$ cat config.mk
export PLATFORM = sky130hd
export DESIGN_NAME = uart_rx_param
export DESIGN_NICKNAME = d
export VERILOG_FILES = /design/src/rtl/uart_pkg.sv /design/src/rtl/uart_baud_tick.sv /design/src/rtl/uart_rx_param.sv
export SDC_FILE = /design/constraint.sdc
export NUM_CORES = 1
export LEC_CHECK = 0
export CAP_MARGIN = 20
export CELL_PAD_IN_SITES_DETAIL_PLACEMENT = 0
export CELL_PAD_IN_SITES_GLOBAL_PLACEMENT = 1
export CORE_MARGIN = 4
export CORE_UTILIZATION = 42
export DETAILED_ROUTE_END_ITERATION = 16
export PLACE_DENSITY_LB_ADDON = 0.1
export SLEW_MARGIN = 20
export SYNTH_ARGS = -nofsm -noshare
export SYNTH_HDL_FRONTEND = slang
export SYNTH_SLANG_ARGS = --single-unit
$ cat constraint.sdc
create_clock -name clk -period 2.65 [get_ports clk]
set_input_delay 0.53 -clock clk [delete_from_list [all_inputs] [get_ports clk]]
set_output_delay 0.53 -clock clk [all_outputs]
set_load 0.02 [all_outputs]
$ cat src/rtl/uart_pkg.sv
`default_nettype none
// ============================================================================
// Module      : uart_pkg
// Description : Shared constants, FSM encoding and baud divisor table for the
//               parametrised UART blocks.
// Revision    : 1.0 - initial release
// ============================================================================
package uart_pkg;

    localparam int unsigned OVERSAMPLE = 16;
    localparam logic [3:0]  SAMPLE_LO  = 4'd7;
    localparam logic [3:0]  SAMPLE_MID = 4'd8;
    localparam logic [3:0]  SAMPLE_HI  = 4'd9;
    localparam logic [3:0]  TICK_LAST  = 4'd15;

    localparam int PARITY_NONE = 0;
    localparam int PARITY_EVEN = 1;
    localparam int PARITY_ODD  = 2;

    localparam logic [2:0] S_IDLE   = 3'd0;
    localparam logic [2:0] S_START  = 3'd1;
    localparam logic [2:0] S_DATA   = 3'd2;
    localparam logic [2:0] S_PARITY = 3'd3;
    localparam logic [2:0] S_STOP   = 3'd4;

    function automatic int unsigned baud_rate(input logic [2:0] sel);
        case (sel)
            3'd1:    return 19200;
            3'd2:    return 38400;
            3'd3:    return 57600;
            3'd4:    return 115200;
            default: return 9600;
        endcase
    endfunction

    // Evaluated only with constant arguments, so no divider is ever built.
    function automatic int unsigned baud_div(input int unsigned clk_freq, input logic [2:0] sel);
        return clk_freq / (baud_rate(sel) * OVERSAMPLE) - 1;
    endfunction

endpackage
`default_nettype wire

$ cat src/rtl/uart_baud_tick.sv
`default_nettype none
// ============================================================================
// Module      : uart_baud_tick
// Description : 16x oversampling tick generator with a constant divisor table
//               and a synchronous phase clear.
// Revision    : 1.0 - initial release
// ============================================================================
module uart_baud_tick
    import uart_pkg::*;
#(
    parameter int unsigned CLK_FREQ = 50_000_000
)(
    input  logic       clk,
    input  logic       rst,
    input  logic       i_clear,
    input  logic [2:0] i_baud_set,
    output logic       o_tick
);

    localparam int unsigned c_div_max = baud_div(CLK_FREQ, 3'd0);
    localparam int          c_cnt_w   = (c_div_max < 1) ? 1 : $clog2(c_div_max + 1);

    localparam logic [c_cnt_w-1:0] c_div_9600   = c_cnt_w'(baud_div(CLK_FREQ, 3'd0));
    localparam logic [c_cnt_w-1:0] c_div_19200  = c_cnt_w'(baud_div(CLK_FREQ, 3'd1));
    localparam logic [c_cnt_w-1:0] c_div_38400  = c_cnt_w'(baud_div(CLK_FREQ, 3'd2));
    localparam logic [c_cnt_w-1:0] c_div_57600  = c_cnt_w'(baud_div(CLK_FREQ, 3'd3));
    localparam logic [c_cnt_w-1:0] c_div_115200 = c_cnt_w'(baud_div(CLK_FREQ, 3'd4));

    logic [c_cnt_w-1:0] r_cnt;
    logic [c_cnt_w-1:0] w_div;
    logic               w_wrap;

    always_comb begin
        case (i_baud_set)
            3'd1:    w_div = c_div_19200;
            3'd2:    w_div = c_div_38400;
            3'd3:    w_div = c_div_57600;
            3'd4:    w_div = c_div_115200;
            default: w_div = c_div_9600;
        endcase
    end

    // >= keeps the counter bounded if the divisor shrinks under a running count.
    assign w_wrap = (r_cnt >= w_div);
    assign o_tick = w_wrap;

    always_ff @(posedge clk or posedge rst) begin
        if (rst) begin
            r_cnt <= '0;
        end else if (i_clear || w_wrap) begin
            r_cnt <= '0;
        end else begin
            r_cnt <= r_cnt + 1'b1;
        end
    end

endmodule
`default_nettype wire

$ cat src/rtl/uart_rx_param.sv
`default_nettype none
// ============================================================================
// Module      : uart_rx_param
// Description : Parametrised UART receiver, 16x oversampling with 3-sample
//               majority vote, parity and framing error flags.
// Revision    : 1.0 - initial release
// ============================================================================
module uart_rx_param
    import uart_pkg::*;
#(
    parameter int unsigned CLK_FREQ    = 50_000_000,
    parameter int          DATA_BITS   = 8,
    parameter int          PARITY_MODE = 0,
    parameter int          STOP_BITS   = 1
)(
    input  logic                 clk,
    input  logic                 rst,
    input  logic [2:0]           baud_set,
    input  logic                 rs232_rx,
    output logic [DATA_BITS-1:0] data_out,
    output logic                 data_valid,
    output logic                 parity_err,
    output logic                 frame_err,
    output logic                 rx_busy
);

    localparam logic [3:0] c_last_data  = 4'(DATA_BITS - 1);
    localparam logic [3:0] c_last_stop  = 4'(STOP_BITS - 1);
    localparam logic       c_par_expect = (PARITY_MODE == PARITY_EVEN) ? 1'b0 : 1'b1;

    logic                 r_sync1, r_sync2, r_sync3;
    logic [2:0]           r_state, w_next;
    logic [2:0]           r_baud_sel;
    logic [3:0]           r_tick_idx, r_bit_cnt;
    logic                 r_s_lo, r_s_mid;
    logic [DATA_BITS-1:0] r_shift;
    logic                 r_perr, r_ferr;
    logic                 w_tick, w_fall, w_maj;
    logic                 w_start, w_sample, w_bit_end, w_done;

    always_ff @(posedge clk or posedge rst) begin
        if (rst) begin
            r_sync1 <= 1'b1;
            r_sync2 <= 1'b1;
            r_sync3 <= 1'b1;
        end else begin
            r_sync1 <= rs232_rx;
            r_sync2 <= r_sync1;
            r_sync3 <= r_sync2;
        end
    end

    assign w_fall = r_sync3 & ~r_sync2;
    // Third vote is the live sample taken on the SAMPLE_HI tick itself.
    assign w_maj  = (r_s_lo & r_s_mid) | (r_s_lo & r_sync2) | (r_s_mid & r_sync2);

    uart_baud_tick #(
        .CLK_FREQ   (CLK_FREQ)
    ) u_baud_tick (
        .clk        (clk),
        .rst        (rst),
        .i_clear    (w_start),
        .i_baud_set (r_baud_sel),
        .o_tick     (w_tick)
    );

    always_ff @(posedge clk or posedge rst) begin
        if (rst) r_state <= S_IDLE;
        else     r_state <= w_next;
    end

    always_comb begin
        w_next = r_state;
        case (r_state)
            S_IDLE:   if (w_fall) w_next = S_START;
            S_START:  if (w_sample && w_maj) w_next = S_IDLE;
                      else if (w_bit_end)    w_next = S_DATA;
            S_DATA:   if (w_bit_end && (r_bit_cnt == c_last_data))
                          w_next = (PARITY_MODE != PARITY_NONE) ? S_PARITY : S_STOP;
            S_PARITY: if (w_bit_end) w_next = S_STOP;
            S_STOP:   if (w_done) w_next = S_IDLE;
            default:  w_next = S_IDLE;
        endcase
    end

    always_comb begin
        rx_busy   = (r_state != S_IDLE);
        w_start   = (r_state == S_IDLE) && w_fall;
        w_sample  = w_tick && (r_tick_idx == SAMPLE_HI) && rx_busy;
        w_bit_end = w_tick && (r_tick_idx == TICK_LAST);
        // Leave on the final stop mid-sample so a back-to-back start edge is not missed.
        w_done    = (r_state == S_STOP) && w_sample && (r_bit_cnt == c_last_stop);
    end

    always_ff @(posedge clk or posedge rst) begin
        if (rst) begin
            r_baud_sel <= 3'd0;
            r_tick_idx <= 4'd0;
            r_bit_cnt  <= 4'd0;
            r_s_lo     <= 1'b1;
            r_s_mid    <= 1'b1;
            r_shift    <= '0;
            r_perr     <= 1'b0;
            r_ferr     <= 1'b0;
        end else begin
            if (w_start) begin
                r_baud_sel <= baud_set;
                r_tick_idx <= 4'd0;
                r_bit_cnt  <= 4'd0;
                r_perr     <= 1'b0;
                r_ferr     <= 1'b0;
            end else begin
                if (w_tick && rx_busy)
                    r_tick_idx <= r_tick_idx + 4'd1;
                if (w_bit_end && (r_state == S_DATA))
                    r_bit_cnt <= (r_bit_cnt == c_last_data) ? 4'd0 : r_bit_cnt + 4'd1;
                else if (w_bit_end && (r_state == S_STOP))
                    r_bit_cnt <= r_bit_cnt + 4'd1;
                if (w_sample) begin
                    case (r_state)
                        S_DATA:   r_shift <= {w_maj, r_shift[DATA_BITS-1:1]};
                        S_PARITY: r_perr  <= ((^r_shift) ^ w_maj) != c_par_expect;
                        S_STOP:   if (!w_maj) r_ferr <= 1'b1;
                        default:  ;
                    endcase
                end
            end
            if (w_tick && (r_tick_idx == SAMPLE_LO))  r_s_lo  <= r_sync2;
            if (w_tick && (r_tick_idx == SAMPLE_MID)) r_s_mid <= r_sync2;
        end
    end

    always_ff @(posedge clk or posedge rst) begin
        if (rst) begin
            data_out   <= '0;
            data_valid <= 1'b0;
            parity_err <= 1'b0;
            frame_err  <= 1'b0;
        end else begin
            data_valid <= w_done;
            parity_err <= w_done & r_perr;
            frame_err  <= w_done & (r_ferr | ~w_maj);
            if (w_done) data_out <= r_shift;
        end
    end

endmodule
`default_nettype wire

==> run metrics, run 1 <==
CTS tree=done; Power Dens Cells=635.8 nW/µm²; synthesized area=2584 µm²; post-synth top area cell=dfrtp_1; first-pass GRT wire length=approximately 8700 µm; initial antenna violation count=0; ys flop type=dfrtp_1; dominant cells by area after synthesis=dfrtp_1 43%, ha_1 7.3%, dfstp_2 5.1%; status=complete, no violations; Mapped Cells=around 240; full die area=between 7000 and 8000 µm²; Synthesis Warnings=0; Leak Pwr=between 0.001 and 0.0015 µW; Max Freq=just under 400 MHz; Area Growth Syn to Fin=16.47%; filler cell count=570; Max Slew Vio Count=0; RSZ-0062 raised after global routing=yes; Slew HR=a little under half; layout cell share with drive strength beyond 1=a little over 20%; number of synthesized flops with an enable pin=0; Clock Path Buffers=2; Initial Util=about 43%; WL final=about 5000 µm; Fin Setup TNS=0 ns; Synth Net Count=approximately 260; Worst-Margin Slew=between 0.8 and 0.9 ns; crit path kind=reg2reg; leading cell type in the layout, fill and taps excluded=dfrtp_1; largest net degree at the start of global routing=27; setup violators final=0; area of the multi-input gates=between 1000 and 1500 µm²; worst hold-check path type=reg2reg; Synth top area share=a little over two fifths; dpl ws=about 0.038 ns; n_diodes=0; final net count=~280; FF+latch count, synth=~50; first-pass iteration count of the detailed router=4; worst path required time=~2.9 ns; max cap viols=0; GRT Total Usage=between 10 and 15%; DR iter-0 viols=roughly 110; ys async rst share=100.0%; count of cell types in the netlist=between 40 and 50; number of global-route vias before repair=approximately 1,700; DRC viols=0; Final ANT Viol Nets=0; CP Max Fanout=5; Worst Path Arrival=2.74 ns; crit end category=flip-flop; GPL Wtd Cong=0.8581; minimum clock period=between 2 and 3 ns; core region area=a little under 6000 µm²; Clock Latency Late Sink=~0.30 ns; WL/cell=around 15 µm; fin worst setup slack=around 0.13 ns; CTS sink cnt=between 40 and 50; Seq. cell area=between 1000 and 1500 µm²; most frequent cells in the layout=44 x dfrtp_1, 21 x nand2_1, 18 x nor2_1, 18 x nand3_1, 17 x clkdlybuf4s50_1; Num CTS Buffers=5; Die X=86.43 µm; Syn Area/Cell=approximately 11 µm²; setup repair bufs after CTS=0; Setup Skew=between 0.01 and 0.015 ns; DIE HEIGHT=about 86 µm; Via density=5.071; Max rail drop VDD=0.4049 mV; Worst-path clk slew=0.10 ns; io pins=18; count of final hold-check violations=0; DP HPWL=roughly 3500 µm; Worst Setup Start Kind=flip-flop; via count=around 1,700; port bufs=17; Site Rows=28; Tcrit/Tclk final=about 95%; htree depth=2; sequential share of the synthesized area=47.70%; root buf cell=clkbuf_8; Remaining Overflow, GRT=0
synthesized netlist by cell type, drive strengths merged, types with 2 or more instances:
cell type / count
nand2: 21
mux2i: 2
xnor2: 14
buf: 6
clkbuf: 2
o211ai: 2
a21oi: 8
nand3: 19
or3: 4
nand4: 3
nand4b: 3
ha: 15
inv: 13
nand2b: 3
a31oi: 2
o21ai: 9
mux2: 18
nor3b: 2
dfstp: 5
or2: 3
dfrtp: 44
xor2: 5
nor2: 18
worst max-delay path: stages, from the launching register on:
cell	delay [ns]
dfrtp_1	0.39
buf_4	0.15
xnor2_1	0.17
o21ai_2	0.07
ha_1	0.31
a21o_1	0.19
a31oi_4	0.16
a31oi_4	0.10
or2_4	0.30
buf_4	0.17
a311o_1	0.25
o22ai_1	0.15
metrics by stage:
| step | cells | instance area (µm²) | util (%) | hold WS (ns) | power (µW) |
|---|---|---|---|---|---|
| 4_1_cts | 337 | 2995 | 50.29 | 0.3622 | 1917 |
| 3_5_place_dp | 328 | 2884 | 48.42 | 0.3478 | 1435 |
| 6_report | 337 | 3009 | 50.53 | 0.3620 | 1913 |
| 5_1_grt | 337 | 3009 | 50.53 | 0.3714 | 2060 |
| 3_3_place_gp | 328 | 2884 | 48.42 | 0.3458 | 1435 |
| 2_1_floorplan | 235 | 2594 | - | 0.3452 | 1311 |
cell type report:
type,count,area share [%]
multi-input combinational,166,42.87
sequential,49,40.96
timing repair buffer,26,8.316
tap,75,3.118
clock buffer,5,2.287
inverter,13,1.622
clock inverter,3,0.8316
final timing paths:
kind,from,end,slack [ns],depth (start not counted)
setup / recovery,r_baud_sel[2],r_state[1],0.13,11
hold / removal,r_sync1,r_sync2,0.36,0
setup reg to reg,r_baud_sel[2],r_state[1],0.13,11
hold reg to reg,r_sync1,r_sync2,0.36,0
max in group asynchronous,rst,r_bit_cnt[0],1.54,3
min in group asynchronous,rst,u_baud_tick.r_cnt[6],0.58,2
logic make-up after synthesis:
logic type      count (synthesis)  share of synthesized area, %
compound gates                 28                         7.361
simple gates                   82                         17.24
xor+xnor                       19                         6.441
mux                            20                         9.637
buf+inv                        21                         3.971
flops                          49                         47.70
fa+ha+maj                      16                         7.651
sequential cells by signal (all words and copies together) (netlist names), 3 cells and up:
| name | flops |
|---|---|
| r_bit_cnt | 4 |
| r_baud_sel | 3 |
| r_state | 3 |
| data_out | 8 |
| r_shift | 8 |
| r_tick_idx | 4 |
| u_baud_tick.r_cnt | 9 |
power breakdown:
group | switching, µW | internal (µW) | leakage (µW)
registers | 108 | 834 | 0.000639
clock network | 267 | 193 | 0.0000452
logic | 277 | 235 | 0.000727
total | 652 | 1260 | 0.00141
layer usage:
metal | vias to the layer above | wire length [µm] | track usage [%]
met5 | - | 0 | 0
met4 | 0 | 48 | 3.399
met3 | 5 | 134 | 3.042
met2 | 22 | 2176 | 21.00
met1 | 822 | 2547 | 22.78
li1 | 860 | - | -
what timing repair did:
item                                    4_1_cts  5_1_grt
resized for setup                             1        6
endpoints found under the setup margin        1        9
hold buffers                                  0        0
pin swaps                                     0        0
cloned                                        1        0
No activity file was read; power rests on OpenSTA's default activity.
==> run 2: changes to the inputs <==
MAX_ROUTING_LAYER = met4   (was unset)
==> run 2 against run 1 <==
- critical path depth is the same
- final area unchanged
- critical path type unchanged
- die area stayed put
- largest power group unchanged
==> run metrics, run 2 (synthesized netlist as in run 1, its figures left out) <==
status=complete, no violations; number of global-route vias before repair=1,747 (-0.057%); CTS tree=done; Slew HR=45.67% (-0.39 points); setup violators final=0 (unchanged); Leak Pwr=0.001411 µW (unchanged); Num CTS Buffers=5 (unchanged); Worst-path clk slew=0.10 ns (about the same); filler cell count=570 (unchanged); Fin Setup TNS=0 ns (unchanged); reg2reg start=r_baud_sel[2]; Remaining Overflow, GRT=0 (unchanged); Max Slew Vio Count=0 (unchanged); crit path to=r_state[1]; final net count=282 (unchanged); Worst R2R Path Depth=11 (unchanged); worst hold-check path type=reg2reg; Tcrit/Tclk final=95.17% (about the same); GPL Wtd Cong=0.8718 (+1.6%); layout cell share with drive strength beyond 1=20.61% (unchanged); Biggest register=u_baud_tick.r_cnt; root buf cell=clkbuf_8; minimum clock period=2.522 ns (+0.0006890 ns); max reg flops=9 (unchanged); first-pass iteration count of the detailed router=4 (unchanged); Max rail drop VDD=0.4049 mV (about the same); Critical R2R Capture=r_state[1]; crit end category=flip-flop; Int Pwr=1261 µW (about the same); htree depth=2 (unchanged); WL final=4909 µm (about the same); Setup Skew=0.01003 ns (-0.000001800 ns); Area Growth Syn to Fin=16.47% (unchanged); setup repair bufs after CTS=0 (unchanged); dpl ws=0.03769 ns (unchanged); max cap viols=0 (unchanged); Worst Setup Start Kind=flip-flop; DP HPWL=3458 µm (unchanged); Final ANT Viol Nets=0 (unchanged); RSZ-0062 raised after global routing=yes; Power Dens Cells=636.1 nW/µm² (about the same); Clock Latency Late Sink=0.30 ns (about the same); Flop pwr share=49.2% (about the same); most frequent cells in the layout=44 x dfrtp_1, 21 x nand2_1, 18 x nor2_1, 18 x nand3_1, 17 x clkdlybuf4s50_1; CP Max Fanout=5 (unchanged); Clock Power Share=24.1% (about the same); DIE HEIGHT=86.43 µm (unchanged); full die area=7470 µm² (unchanged); crit path launch=r_baud_sel[2]; fin worst setup slack=0.1280 ns (-0.0006890 ns); Worst Path Arrival=2.74 ns (about the same); WL/cell=14.57 µm (about the same); port bufs=17 (unchanged); largest registers=u_baud_tick.r_cnt (9), data_out (8), r_shift (8); count of final hold-check violations=0 (unchanged); Via density=5.074 (about the same); crit path kind=reg2reg; largest net degree at the start of global routing=27 (unchanged); Clock Path Buffers=2 (unchanged); first-pass GRT wire length=8756 µm (+0.24%); CTS sink cnt=49 (unchanged); DRC viols=0 (unchanged); Sw Ratio=34.10% (about the same); n_diodes=0 (unchanged); leading cell type in the layout, fill and taps excluded=dfrtp_1; initial antenna violation count=0 (unchanged); worst path required time=2.87 ns (about the same); core region area=5956 µm² (unchanged); io pins=18 (unchanged); Die X=86.43 µm (unchanged); R2R Setup Slk=0.13 ns (about the same); combinational share of power=26.7% (about the same); Site Rows=28 (unchanged); Max Freq=396.5 MHz (about the same); reported net switching power=652.7 µW (+0.12%); Initial Util=43.38% (unchanged); via count=1,710 (+0.059%); GRT Total Usage=15.16% (+0.45 points); Worst-Margin Slew=0.8131 ns (+0.005806 ns); DR iter-0 viols=121 (+7.1%)
run 2: cell counts in the layout (fill, tap and decap cells not counted):
Identical to the previous run, type by type.
run 2: metrics by stage:
step / cell area, µm² / total power, µW / std cells / hold WS, ns / util (%)
3_5_place_dp: 2884 / 1435 / 328 / 0.3478 / 48.42
6_report: 3009 / 1914 / 337 / 0.3621 / 50.53
2_1_floorplan: 2594 / 1311 / 235 / 0.3452 / -
5_1_grt: 3009 / 2061 / 337 / 0.3714 / 50.53
4_1_cts: 2995 / 1917 / 337 / 0.3622 / 50.29
3_3_place_gp: 2884 / 1435 / 328 / 0.3458 / 48.42
run 2: worst max-delay path, cell delays in order (launching register included):
cell and delay [ns]:
dfrtp_1 0.39, buf_4 0.15, xnor2_1 0.17, o21ai_2 0.07
ha_1 0.31, a21o_1 0.19, a31oi_4 0.16, a31oi_4 0.10
or2_4 0.30, buf_4 0.17, a311o_1 0.25, o22ai_1 0.15
run 2: worst min-delay path by stage:
stage,start,slack [ns],cells past startpoint,endpoint
finish,r_sync1,0.36,0,r_sync2
floorplan,r_sync1,0.35,0,r_sync2
global route,r_sync1,0.37,0,r_sync2
CTS,r_sync1,0.36,0,r_sync2
detailed placement,r_sync1,0.35,0,r_sync2
global placement,r_sync1,0.35,0,r_sync2
run 2: final cells by class:
| cell class | count | area, µm² | share of cell area [%] |
|---|---|---|---|
| multi-input combinational | 166 | 1290 | 42.87 |
| sequential | 49 | 1232 | 40.96 |
| timing repair buffer | 26 | 250.2 | 8.316 |
| tap | 75 | 93.84 | 3.118 |
| clock buffer | 5 | 68.82 | 2.287 |
| inverter | 13 | 48.80 | 1.622 |
| clock inverter | 3 | 25.02 | 0.8316 |
run 2: per-layer routing:
metal / part of all wire (%) / up-vias / GRT usage [%]
met2: 45 / 23 / 21.07
met1: 52 / 819 / 22.90
li1: - / 863 / -
met5: 0 / - / -
met4: 1.0 / 0 / 3.399
met3: 2.4 / 5 / 2.852
run 2: repair_timing:
item | CTS | global route
hold buffers | 0 | 0
setup endpoints to repair | 1 | 9
gates cloned | 1 | 0
resized for setup | 1 | 6
run 2: power groups by stage:
stage / combinational [µW] / sequential, µW / clock, µW
floorplan: 384 / 927 / 0
global placement: 474 / 961 / 0
detailed placement: 478 / 958 / 0
CTS: 496 / 943 / 478
global route: 591 / 961 / 509
finish: 512 / 942 / 460
==> run 3: changes to the inputs <==
CORE_MARGIN = unset   (was 4)
CTS_CLUSTER_DIAMETER = 200   (was unset)
==> run 3 against run 2 <==
- clock skew about the same
- die area fell by 13%
- clock-buffer cell count unchanged
- hold slack improved by 0.0015 ns
- via count up 2.0%
- combinational power decreased by 7.4%
- largest power group unchanged
- clock power is 3% higher
- worst setup slack better by 0.017 ns
- sequential power up 0.6%
- critical endpoint is now r_s_mid
- utilization shrank 0.10 points
==> run metrics, run 3 (synthesized netlist as in run 1, its figures left out) <==
status=complete, no violations; WL final=4956 µm (+0.96%); Leak Pwr=0.001408 µW (-0.20%); initial antenna violation count=0 (unchanged); Max Freq=399.1 MHz (+0.66%); largest net degree at the start of global routing=28 (+3.7%); placed cell area=2872 µm² (-0.43%); GRT Total Usage=17.96% (+2.8 points); Area Growth Syn to Fin=15.54%; DR iter-0 viols=48 (-60%); Critical R2R Capture=r_s_mid; crit path kind=reg2reg; CP Max Fanout=5 (unchanged); filler cell count=541 (-5.1%); Clock Path Buffers=2 (unchanged); DRC viols=0 (unchanged); R2R Setup Slk=0.14 ns (+0.02 ns); RSZ-0062 raised after global routing=no; CTS sink cnt=49 (unchanged); CTS tree=done; Biggest register=u_baud_tick.r_cnt; setup violators final=0 (unchanged); DIE HEIGHT=80.43 µm (-6.9%); root buf cell=clkbuf_8; Worst-path clk slew=0.09 ns (about the same); Slew HR=49.60% (+3.9 points); Power Dens Cells=635.8 nW/µm² (about the same); reg2reg start=r_baud_sel[2]; Final ANT Viol Nets=0 (unchanged); DP HPWL=3524 µm (+1.9%); Hold Path Depth=0 (unchanged); Setup Skew=0.01013 ns (+0.0001016 ns); worst hold-check path type=reg2reg; Worst-Margin Slew=0.7544 ns (-0.05871 ns); setup repair bufs after CTS=0 (unchanged); Worst R2R Path Depth=11 (unchanged); via count=1,744 (+2.0%); WL/cell=14.71 µm (+0.96%); max cap viols=0 (unchanged); count of final hold-check violations=0 (unchanged); Worst Path Arrival=2.74 ns (about the same); max reg flops=9 (unchanged); Worst Setup Start Kind=flip-flop; worst path required time=2.89 ns (+0.02 ns); first-pass GRT wire length=8480 µm (-3.2%); fin area=2985 µm² (-0.79%); final net count=282 (unchanged); Fin Setup TNS=0 ns (unchanged); n_diodes=0 (unchanged); layout cell share with drive strength beyond 1=20.23% (-0.38 points); Initial Util=43.64% (+0.26 points); Via density=5.175 (+2.0%); largest registers=u_baud_tick.r_cnt (9), data_out (8), r_shift (8); Clock Latency Late Sink=0.31 ns (about the same); Hold Path End=r_sync2; Num CTS Buffers=5 (unchanged); GPL Wtd Cong=0.8100 (-7.1%); crit end category=flip-flop; io pins=18 (unchanged); minimum clock period=2.505 ns (-0.01653 ns); HP Start=r_sync1; Tcrit/Tclk final=94.54% (-0.62 points); Max Slew Vio Count=0 (unchanged); core region area=5921 µm² (-0.59%); leading cell type in the layout, fill and taps excluded=dfrtp_1; htree depth=2 (unchanged); full die area=6469 µm² (-13%); port bufs=17 (unchanged); most frequent cells in the layout=44 x dfrtp_1, 21 x nand2_1, 18 x nor2_1, 18 x nand3_1, 17 x clkdlybuf4s50_1; Remaining Overflow, GRT=0 (unchanged); Site Rows=28 (unchanged); Die X=80.43 µm (-6.9%); number of global-route vias before repair=1,737 (-0.57%); first-pass iteration count of the detailed router=4 (unchanged); Max rail drop VDD=0.3678 mV (-9.2%)
run 3: cell count changes in the layout (fill, tap and decap cells not counted):
cell        delta
a31oi_2        +1
a31oi_4        -1
buf_12         -1
buf_4          +1
clkinvlp_4     -1
inv_6          +1
o21ai_0        +1
o21ai_2        -1
run 3: how the worst max path moves through the flow:
stage                     cells past startpoint       endpoint           from  slack [ns]
after CTS                                    10    data_out[0]  r_baud_sel[2]        0.04
after global routing                         11  r_tick_idx[3]  r_baud_sel[2]      0.0002
final                                        11        r_s_mid  r_baud_sel[2]        0.14
after detailed placement                     10    data_out[0]  r_baud_sel[2]        0.05
after global placement                       10    data_out[0]  r_baud_sel[2]        0.08
after floorplan                              12    data_out[1]  r_baud_sel[2]        0.03
run 3: metal layers:
layer | vias to the layer above | part of all wire (%) | global-route usage [%]
met3 | 6 | 2.3 | 3.864
met5 | - | 0 | -
li1 | 865 | - | -
met1 | 852 | 51 | 24.57
met4 | 0 | 1.2 | 6.786
met2 | 21 | 45 | 26.02
run 3: through the flow:
stage	power [µW]	utilization [%]	hold WS [ns]	std cells	setup WS, ns
2_1_floorplan	1311	-	0.3452	235	0.03258
3_3_place_gp	1437	48.50	0.3475	328	0.08316
3_5_place_dp	1431	48.50	0.3490	328	0.04790
4_1_cts	1921	50.11	0.3632	336	0.04456
5_1_grt	2045	50.42	0.3698	337	0.0001750
6_report	1898	50.42	0.3636	337	0.1446
run 3: layout make-up:
cell class                 instances  area [µm²]  share of cell area, %
multi-input combinational        166        1277                  42.79
sequential                        49        1232                  41.28
timing repair buffer              26       237.7                  7.963
tap                               75       93.84                  3.143
clock buffer                       5       68.82                  2.305
inverter                          13       48.80                  1.635
clock inverter                     3       26.28                 0.8801
run 3: worst max-delay path, stage by stage (launching register included):
cell	delay (ns)
dfrtp_1	0.39
nand2b_4	0.15
or2_4	0.24
o21ai_1	0.08
ha_1	0.25
a21o_1	0.17
a31oi_2	0.17
a31oi_4	0.11
or2_4	0.30
buf_4	0.16
nand4b_1	0.10
mux2_2	0.33
run 3: timing repair:
item / CTS / global route
hold buffers: 0 / 0
setup endpoints to repair: 0 / 13
gates resized for setup: 0 / 4
run 3: report_power, final:
part / switching (µW) / internal (µW) / leakage (µW)
clock network: 279 / 197 / 0.0000495
logic: 255 / 219 / 0.000719
registers: 115 / 834 / 0.000639
total: 649 / 1250 / 0.00141
